==> config.mk <==
export PLATFORM = sky130hd
export DESIGN_NAME = alu_cmd_queue_flat
export DESIGN_NICKNAME = d
export VERILOG_FILES = /design/src/rtl/alu_cmd_queue_if.sv /design/src/rtl/alu_cmd_queue.sv /design/src/flat_wrapper.sv
export SDC_FILE = /design/constraint.sdc
export NUM_CORES = 1
export LEC_CHECK = 0
export CAP_MARGIN = 5
export CORE_ASPECT_RATIO = 1.25
export CORE_UTILIZATION = 55
export CTS_CLUSTER_SIZE = 24
export DETAILED_ROUTE_END_ITERATION = 10
export DONT_BUFFER_PORTS = 1
export PLACE_DENSITY_LB_ADDON = 0.08
export SLEW_MARGIN = 10
export SYNTH_ARGS = -nofsm -noshare
export SYNTH_HDL_FRONTEND = slang
export SYNTH_SLANG_ARGS = --single-unit
==> constraint.sdc <==
create_clock -name clk -period 2.7 [get_ports clk]
set_input_delay 0.405 -clock clk [delete_from_list [all_inputs] [get_ports clk]]
set_output_delay 0.405 -clock clk [all_outputs]
set_load 0.01 [all_outputs]
==> src/rtl/alu_cmd_queue_if.sv <==
// Bundle of the command, ALU and result channels around alu_cmd_queue.
// slave is the queue's view; master is the surrounding environment's view.
interface alu_cmd_queue_if #(
    parameter int unsigned CNT_W = 3
);
    // Command channel
    logic             in_valid;
    logic             in_ready;
    logic [5:0]       in_a;
    logic [5:0]       in_b;
    logic [1:0]       in_opr;

    // ALU side: operands out, combinational result back in
    logic [5:0]       alu_a;
    logic [5:0]       alu_b;
    logic [1:0]       alu_opr;
    logic [6:0]       alu_out;

    // Result channel
    logic             res_valid;
    logic             res_ready;
    logic [6:0]       res_data;
    logic [1:0]       res_opr;

    // Occupancy, excluding the result register
    logic [CNT_W-1:0] fifo_count;

    modport slave (
        input  in_valid, in_a, in_b, in_opr, alu_out, res_ready,
        output in_ready, alu_a, alu_b, alu_opr, res_valid, res_data, res_opr, fifo_count
    );

    modport master (
        output in_valid, in_a, in_b, in_opr, alu_out, res_ready,
        input  in_ready, alu_a, alu_b, alu_opr, res_valid, res_data, res_opr, fifo_count
    );
endinterface

==> src/rtl/alu_cmd_queue.sv <==
// Command FIFO plus result register in front of a combinational 6-bit ALU.
// The FIFO head drives the ALU; its result is captured into a one-deep output
// register, so producer and consumer can stall independently.
module alu_cmd_queue #(
    parameter int unsigned DEPTH = 4,
    parameter int unsigned CNT_W = 3
) (
    input logic            clk,
    input logic            rst,
    alu_cmd_queue_if.slave bus
);
    localparam int unsigned PTR_W   = (DEPTH > 1) ? $clog2(DEPTH) : 1;
    localparam int unsigned ENTRY_W = 14;

    // Entry layout: {a[5:0], b[5:0], opr[1:0]}
    logic [ENTRY_W-1:0] mem_q [DEPTH];
    logic [PTR_W-1:0]   wr_ptr_q;
    logic [PTR_W-1:0]   rd_ptr_q;
    logic [CNT_W-1:0]   count_q;
    logic [CNT_W-1:0]   count_d;
    logic               res_valid_q;
    logic [6:0]         res_data_q;
    logic [1:0]         res_opr_q;

    logic               empty;
    logic               full;
    logic               push;
    logic               issue;
    logic [ENTRY_W-1:0] head;
    logic [1:0]         head_opr;

    // Handshake decode; in_ready looks only at registered occupancy
    always_comb begin
        empty    = (count_q == '0);
        full     = (count_q == CNT_W'(DEPTH));
        push     = bus.in_valid && !full;
        issue    = !empty && (!res_valid_q || bus.res_ready);
        head     = mem_q[rd_ptr_q];
        head_opr = empty ? 2'b00 : head[1:0];
    end

    // Occupancy next state: simultaneous push and issue cancel out
    always_comb begin
        count_d = count_q;
        unique case ({push, issue})
            2'b10:   count_d = count_q + CNT_W'(1);
            2'b01:   count_d = count_q - CNT_W'(1);
            default: count_d = count_q;
        endcase
    end

    // Outputs: ALU operands are zero while empty, everything from registered state
    always_comb begin
        bus.in_ready   = !full;
        bus.alu_a      = empty ? 6'd0 : head[13:8];
        bus.alu_b      = empty ? 6'd0 : head[7:2];
        bus.alu_opr    = head_opr;
        bus.res_valid  = res_valid_q;
        bus.res_data   = res_data_q;
        bus.res_opr    = res_opr_q;
        bus.fifo_count = count_q;
    end

    // Command storage; no reset needed since pointers and count define validity
    always_ff @(posedge clk) begin
        if (push) begin
            mem_q[wr_ptr_q] <= {bus.in_a, bus.in_b, bus.in_opr};
        end
    end

    // Pointers, count and result register; reset wins over any handshake
    always_ff @(posedge clk) begin
        if (rst) begin
            wr_ptr_q    <= '0;
            rd_ptr_q    <= '0;
            count_q     <= '0;
            res_valid_q <= 1'b0;
            res_data_q  <= '0;
            res_opr_q   <= '0;
        end else begin
            count_q <= count_d;
            if (push) begin
                wr_ptr_q <= wr_ptr_q + PTR_W'(1);
            end
            if (issue) begin
                // A consume on the same edge is absorbed by reloading the register
                rd_ptr_q    <= rd_ptr_q + PTR_W'(1);
                res_data_q  <= bus.alu_out;
                res_opr_q   <= head_opr;
                res_valid_q <= 1'b1;
            end else if (res_valid_q && bus.res_ready) begin
                res_valid_q <= 1'b0;
            end
        end
    end
endmodule

==> src/flat_wrapper.sv <==
// flat-port wrapper written by rule: the top's interface ports become plain ports
module alu_cmd_queue_flat 
#(
    parameter int unsigned DEPTH = 4,
    parameter int unsigned CNT_W = 3
)
  (clk, rst, bus_in_valid, bus_in_a, bus_in_b, bus_in_opr, bus_alu_out, bus_res_ready, bus_in_ready, bus_alu_a, bus_alu_b, bus_alu_opr, bus_res_valid, bus_res_data, bus_res_opr, bus_fifo_count);
  alu_cmd_queue_if #(.CNT_W(CNT_W)) bus_i ();
  input logic clk;
  input logic rst;
  input wire logic [$bits(bus_i.in_valid)-1:0] bus_in_valid;
  input wire logic [$bits(bus_i.in_a)-1:0] bus_in_a;
  input wire logic [$bits(bus_i.in_b)-1:0] bus_in_b;
  input wire logic [$bits(bus_i.in_opr)-1:0] bus_in_opr;
  input wire logic [$bits(bus_i.alu_out)-1:0] bus_alu_out;
  input wire logic [$bits(bus_i.res_ready)-1:0] bus_res_ready;
  output wire logic [$bits(bus_i.in_ready)-1:0] bus_in_ready;
  output wire logic [$bits(bus_i.alu_a)-1:0] bus_alu_a;
  output wire logic [$bits(bus_i.alu_b)-1:0] bus_alu_b;
  output wire logic [$bits(bus_i.alu_opr)-1:0] bus_alu_opr;
  output wire logic [$bits(bus_i.res_valid)-1:0] bus_res_valid;
  output wire logic [$bits(bus_i.res_data)-1:0] bus_res_data;
  output wire logic [$bits(bus_i.res_opr)-1:0] bus_res_opr;
  output wire logic [$bits(bus_i.fifo_count)-1:0] bus_fifo_count;
  assign bus_i.in_valid = bus_in_valid;
  assign bus_i.in_a = bus_in_a;
  assign bus_i.in_b = bus_in_b;
  assign bus_i.in_opr = bus_in_opr;
  assign bus_i.alu_out = bus_alu_out;
  assign bus_i.res_ready = bus_res_ready;
  assign bus_in_ready = bus_i.in_ready;
  assign bus_alu_a = bus_i.alu_a;
  assign bus_alu_b = bus_i.alu_b;
  assign bus_alu_opr = bus_i.alu_opr;
  assign bus_res_valid = bus_i.res_valid;
  assign bus_res_data = bus_i.res_data;
  assign bus_res_opr = bus_i.res_opr;
  assign bus_fifo_count = bus_i.fifo_count;
  alu_cmd_queue #(.DEPTH(DEPTH), .CNT_W(CNT_W)) u_core (.clk(clk), .rst(rst), .bus(bus_i));
endmodule
==> run_results.csv <==
group,metric,value,unit
status,status,"finished clean",
sta,hold_violations,0,
logic_synthesis,ys_ff_latch,75,
layout,layout.nets,225,
logic_synthesis,ys_seq_area_frac,0.6893,
global_route,grt_pass1_wl,7824,um
logic_synthesis,syn_nets,220,
critical_path,path_buf_inv,1,
sta,rsz0062_at_grt,"no",
critical_path,rr_startpoint,"u_core.bus.fifo_count[2]",
logic_synthesis,synth.most_common_cell,"edfxtp_1",
logic_synthesis,synth_commonest_cells,"56 x edfxtp_1, 19 x dfxtp_1, 15 x a21oi_1",
floorplanning,die_w,67.97,um
placed_design,dp.cells,245,
clocking,clk_pin_slew,0.07,ns
critical_path,cp_cell_sequence,"or3b_1 -> nand2_1 -> ha_1 -> inv_1 -> fa_1 -> xor2_1 -> or3_1 -> a21oi_1",
global_route,first_global_vias,1609,
sta,setup_viol_count_final,0,
layout,drive_above_1_share,0.1809,
routing,vias,1550,
logic_synthesis,yosys.area.top_type_share,0.5621,
floorplanning,core,5152,um^2
routing,first_pass_iters,4,
global_route,overflow,0,
job,max_cap_violations,0,
clocking,cts.htree.levels,3,
logic_synthesis,synth_cells,189,
floorplanning,pin_count,53,
pwr,power_density,1050,nW/um^2
pwr,p_leak,1.090,nW
worst_hold_path,min_from,"rst",
routing,vias_per_cell,5.939,
routing,wl,5177,um
routing,ant_nets,0,
clocking,clockBufferDepth,2,
critical_path,r2r_setup_slack,0.42,ns
clocking,postCtsSetupBuffers,0,
worst_hold_path,holdPathStages,1,
layout,antenna_cells,0,
logic_synthesis,synth_area_per_cell,15.83,um^2
routing,avgRoutedWirePerCell,19.84,um
critical_path,arrival,2.56,ns
critical_path,r2r_cells,8,
critical_path,critPathMaxStageDelay,0.47,ns
logic_synthesis,ys.flop_type,"edfxtp_1",
worst_hold_path,hold_class,"in2reg",
sta,finalCritPeriodShare,0.8457,
critical_path,startpoint_type,"flip-flop",
floorplanning,rows,29,
sta,drv_slew,0,
sta,final.setup.tns,0,ns
logic_synthesis,yosys_warnings,0,
worst_hold_path,whs_endpoint,"u_core.wr_ptr_q[1]",
clocking,cts_sinks,75,
floorplanning,dieArea,5740,um^2
layout,instances_no_fill,261,
logic_synthesis,ys_types,28,
sta,timing.fmax,0.4380,GHz
critical_path,reg2reg_to,"u_core.bus.fifo_count[2]",
global_route,antenna_found_initial,0,
global_route,grt_util_all_layers,0.1986,
clocking,cts_resized,0,
critical_path,endpoint_kind,"flip-flop",
clocking,cts_root_buffer,"clkbuf_8",
floorplanning,dieHeight,84.46,um
sta,tightest_slew,0.8347,ns
critical_path,required,2.97,ns
logic_synthesis,syn_area,2992,um^2
routing,drt_iter0_markers,55,
sta,period_minus_slack,2.283,ns
sta,worst_clock_skew,0.005394,ns
routing,drc,0,
pwr,p_total,3.402,mW
sta,slew_headroom,0.4436,
clocking,cts_tree,"done",
placed_design,io_buffer_count,0,
layout,area_growth,8.323,%
clocking,holdBufCountCts,0,
logic_synthesis,yosys.area.top_type,"edfxtp_1",
critical_path,crit_fanout,6,
clocking,clock_latency,0.34,ns
logic_synthesis,ys_top_cells_by_area,"edfxtp_1 56%, dfxtp_1 13%, mux4_2 11%",
pwr,vdd.ir_drop.worst,489.7,uV
global_route,grt_max_degree,25,
critical_path,critPathTopFamily,"simple AND/OR/NAND/NOR gates",
critical_path,cpMaxStageDelayCell,"dfxtp_1",
placed_design,gp_congestion,0.6653,
clocking,numCtsBuffers,9,
critical_path,critPathKind,"reg2reg",
placed_design,dpl.hpwl,3316,um
logic_synthesis,async_reset_ff_frac,0,
floorplanning,start_util,0.5806,
logic_synthesis,synth-edff-count,56,
layout,num-fill-cells,380,
==> routing by layer <==
layer,vias to the layer above,part of all wire,global-route usage
li1,718,-,-
met4,0,0.021,0.1080
met1,768,0.39,0.2249
met3,11,0.064,0.06658
met5,-,0,0
met2,53,0.52,0.3217
==> worst max path at each step <==
stage	startpoint	to	slack, ns	cells past startpoint
2_1_floorplan	u_core.bus.fifo_count[2]	u_core.bus.fifo_count[2]	0.50	9
3_3_place_gp	u_core.bus.fifo_count[2]	u_core.bus.fifo_count[2]	0.60	8
3_5_place_dp	u_core.bus.fifo_count[2]	u_core.bus.fifo_count[2]	0.44	8
4_1_cts	u_core.bus.fifo_count[2]	u_core.bus.fifo_count[2]	0.41	8
5_1_grt	u_core.bus.fifo_count[2]	u_core.bus.fifo_count[2]	0.29	8
6_report	u_core.bus.fifo_count[2]	u_core.bus.fifo_count[2]	0.42	8
==> flip-flops by register name, summed over array words and instances, names as in the netlist, named ones only <==
name and cells:
u_core.bus.res_opr 2, u_core.bus.res_data 7, u_core.bus.res_valid 1, u_core.mem_q 56, u_core.rd_ptr_q 2, u_core.wr_ptr_q 2
u_core.bus.fifo_count 3
==> cells by family (layout without fill, tap and decap cells) <==
logic type | after synthesis | after routing | share of synthesized area
xor gates and xnor gates | 2 | 2 | 0.005856
DFF | 75 | 75 | 0.6892
adders and majority gates | 6 | 6 | 0.02760
buffers and inverters | 19 | 29 | 0.03387
muxes | 14 | 14 | 0.1054
AOI/OAI and AO/OA | 31 | 31 | 0.05939
and+or+nand+nor | 42 | 42 | 0.07863
==> cells in the final DEF (no fill, tap or decap), types with 2 or more instances in the layout <==
cell      netlist  final
a21o_1          2      2
buf_4           0      7
nand3_1        11     11
and2_1         14     14
nor2_1          5      5
clkbuf_1        5      2
inv_1           6      6
mux4_2         14     14
ha_1            5      5
edfxtp_1       56     56
xor2_1          2      2
dfxtp_1        19     19
or3_1           3      3
a21oi_1        15     15
clkbuf_8        0     11
and3_1          4      4
o21ai_0        11     11
==> power by group <==
part	internal [mW]	total, mW	switching [mW]
clock network	0.474	0.847	0.373
registers	1.42	1.57	0.149
logic	0.418	0.981	0.563
==> per-stage QoR <==
step | utilization | setup slack [ns] | instance area, um^2 | hold slack (ns)
global placement | 0.5906 | 0.5990 | 3043 | 0.4708
CTS | 0.6289 | 0.4076 | 3241 | 0.1094
floorplan | - | 0.4955 | 2992 | 0.4984
global route | 0.6289 | 0.2863 | 3241 | 0.1055
finish | 0.6289 | 0.4167 | 3241 | 0.1194
detailed placement | 0.5906 | 0.4352 | 3043 | 0.4737
==> area by class of cell <==
type / count / area, um^2 / share of cell area
multi-input combinational: 95 / 828.3 / 0.2556
inverter: 6 / 22.52 / 0.006950
clock inverter: 3 / 38.79 / 0.01197
tap: 62 / 77.57 / 0.02394
sequential: 75 / 2062 / 0.6363
clock buffer: 13 / 158.9 / 0.04903
timing repair buffer: 7 / 52.55 / 0.01622
Note: power is estimated with default switching activity, not from simulation.
==> patch, RTL diff (same flow settings) <==
`CNT_W` is set to 3 in 3 places; all go to 6.
--- a/src/rtl/alu_cmd_queue_if.sv
+++ b/src/rtl/alu_cmd_queue_if.sv
@@ -1,7 +1,7 @@
 // Bundle of the command, ALU and result channels around alu_cmd_queue.
 // slave is the queue's view; master is the surrounding environment's view.
 interface alu_cmd_queue_if #(
-    parameter int unsigned CNT_W = 3
+    parameter int unsigned CNT_W = 6
 );
     // Command channel
     logic             in_valid;
--- a/src/rtl/alu_cmd_queue.sv
+++ b/src/rtl/alu_cmd_queue.sv
@@ -3,7 +3,7 @@
 // register, so producer and consumer can stall independently.
 module alu_cmd_queue #(
     parameter int unsigned DEPTH = 4,
-    parameter int unsigned CNT_W = 3
+    parameter int unsigned CNT_W = 6
 ) (
     input logic            clk,
     input logic            rst,
--- a/src/flat_wrapper.sv
+++ b/src/flat_wrapper.sv
@@ -2,7 +2,7 @@
 module alu_cmd_queue_flat 
 #(
     parameter int unsigned DEPTH = 4,
-    parameter int unsigned CNT_W = 3
+    parameter int unsigned CNT_W = 6
 )
   (clk, rst, bus_in_valid, bus_in_a, bus_in_b, bus_in_opr, bus_alu_out, bus_res_ready, bus_in_ready, bus_alu_a, bus_alu_b, bus_alu_opr, bus_res_valid, bus_res_data, bus_res_opr, bus_fifo_count);
   alu_cmd_queue_if #(.CNT_W(CNT_W)) bus_i ();
Interface: changed (resized bus_fifo_count); port bits go from 53 to 56. No check against the original RTL was run, so the function may have changed too.
==> patch against the original RTL <==
Cell count is 13% higher; routed wire length is 7.8% higher; worst setup slack worse by 310 ps; the run now ends with DRC left; sequential cell count is 3 higher; core utilization is 0.18 points lower; highest routed layer unchanged; power is 13% higher; clock skew is 1.0 ps lower; cell area is 12% higher; sequential power is 5% higher; critical endpoint is now u_core.bus.fifo_count[3]$_SDFFE_PP0P_; area after synthesis is 9.3% higher; critical path depth is 1 higher.
==> patch: results (changes against the original RTL) <==
status complete, but fails checks; failing checks DRC; top cells by count, synth edfxtp_1 (56), dfxtp_1 (22), nor2_1 (21), nor2b_1 (17), mux4_2 (14); nonclk buf count 16 (+9); Compound-Gate Fraction of Synth Area 4.399% (-1.5 points); sequential fraction of the synthesis area 64.88% (-4.0 points); flip-flop and latch power 1.65 mW (+5%); Final Non-Filler Cells 296 (+13%); pin count of the biggest net entering global routing 24 (-4.0%); Residual DRC 7 (+7); metal2 WL 3054 um (+13%); WHS 129.6 ps (+10.17 ps); R2R Path End u_core.bus.fifo_count[3]$_SDFFE_PP0P_; gp weighted congestion 0.7952 (+20%); WHS Endpoint u_core.wr_ptr_q[0]$_SDFFE_PP0P_; multi-input gates 114 (+20%); M3 GR Usage 6.036% (-0.62 points); Peak VDD IR 0.4801 mV (-2.0%); post-route clock skew 4.397 ps (-0.9979 ps); xor-xnor portion of the synthesized cell area 2.142% (+1.6 points); share of cells above drive strength 1 24.78% (+6.7 points); met3 WL 335 um (+0.90%); area taken by flip-flops and latches 0.002123 mm^2 (+3.0%); clock-pin slew on the worst setup and hold paths 70 ps (about the same); adder-cell share of the synthesized area 2.678% (-0.082 points); cells after synthesis 212 (+12%); Final HPWL DP 3682 um (+11%); clk tree area frac 4.695% (-1.4 points); setup slack, reg-to-reg 100 ps (-310 ps); Logic pwr share 37.6% (+8.8 points); routed len/inst 18.86 um (-4.9%); first-pass iteration count of the detailed router 11 (+7); multi-input combinational area share 30.45% (+4.9 points); DR iter-0 viols 93 (+69%); r2r startpoint u_core.bus.fifo_count[1]$_SDFFE_PP0P_; buffer share of cell area 3.314% (+1.7 points); relative slew slack 47.71% (+3.4 points); gr usage total 19.12% (-0.75 points); LEAKAGE 1.306 nW (+20%); met1 wire length 2112 um (+3.3%); vias in the first global route 1717 (+6.7%); placed cell count 277 (+13%); Net Count, Synth 244 (+11%); worst reg2reg path depth 9 (+1); met1 Use GR 19.65% (-2.8 points); nets 257 (+14%); highest fanout seen on the critical path 8 (+2); Arr. time, crit path 2830 ps (+270 ps); first-pass GRT wire length 8459 um (+8.1%); Area contributors post-synth edfxtp_1 (51%), dfxtp_1 (13%), mux4_2 (9.6%)
[patch: worst max-delay path: stages, from the launching register on]
cell and delay, ps:
dfxtp_2 330, or4_4 580, o31ai_4 270, inv_4 70, ha_4 200, nor4bb_1 140
buf_4 140, a211oi_4 210, mux2i_1 230, mux2_1 330
[patch: repair_timing]
item                                    in CTS  in global routing
endpoints found under the setup margin       0                  4
gates resized for setup                      0                  6
buffers inserted                             0                  3
[patch: how the worst max path moves through the flow]
| stage | startpoint | endpoint | slack, ps | cells after the start |
|---|---|---|---|---|
| final | u_core.bus.fifo_count[1]$_SDFFE_PP0P_ | u_core.bus.fifo_count[3]$_SDFFE_PP0P_ | 100 | 9 |
| after global routing | u_core.bus.fifo_count[1]$_SDFFE_PP0P_ | u_core.bus.fifo_count[4]$_SDFFE_PP0P_ | -6 | 9 |
| after CTS | u_core.bus.fifo_count[1]$_SDFFE_PP0P_ | u_core.bus.fifo_count[4]$_SDFFE_PP0P_ | 40 | 10 |
| after detailed placement | u_core.bus.fifo_count[1]$_SDFFE_PP0P_ | u_core.bus.fifo_count[5]$_SDFFE_PP0P_ | 50 | 10 |
| after global placement | u_core.bus.fifo_count[1]$_SDFFE_PP0P_ | u_core.bus.fifo_count[3]$_SDFFE_PP0P_ | 100 | 9 |
| after floorplan | u_core.bus.fifo_count[1]$_SDFFE_PP0P_ | u_core.bus.fifo_count[4]$_SDFFE_PP0P_ | -150 | 12 |
[patch: per-stage QoR]
step	total power, mW	worst slack (ps)	setup TNS (ps)	util (%)
2_1_floorplan	2.786	-154.3	-398.0	-
5_1_grt	4.049	-6.192	-14.79	62.72
4_1_cts	3.829	35.44	0	61.90
3_5_place_dp	3.085	48.99	0	58.95
6_report	3.846	104.8	0	62.72
3_3_place_gp	3.028	102.6	0	58.95
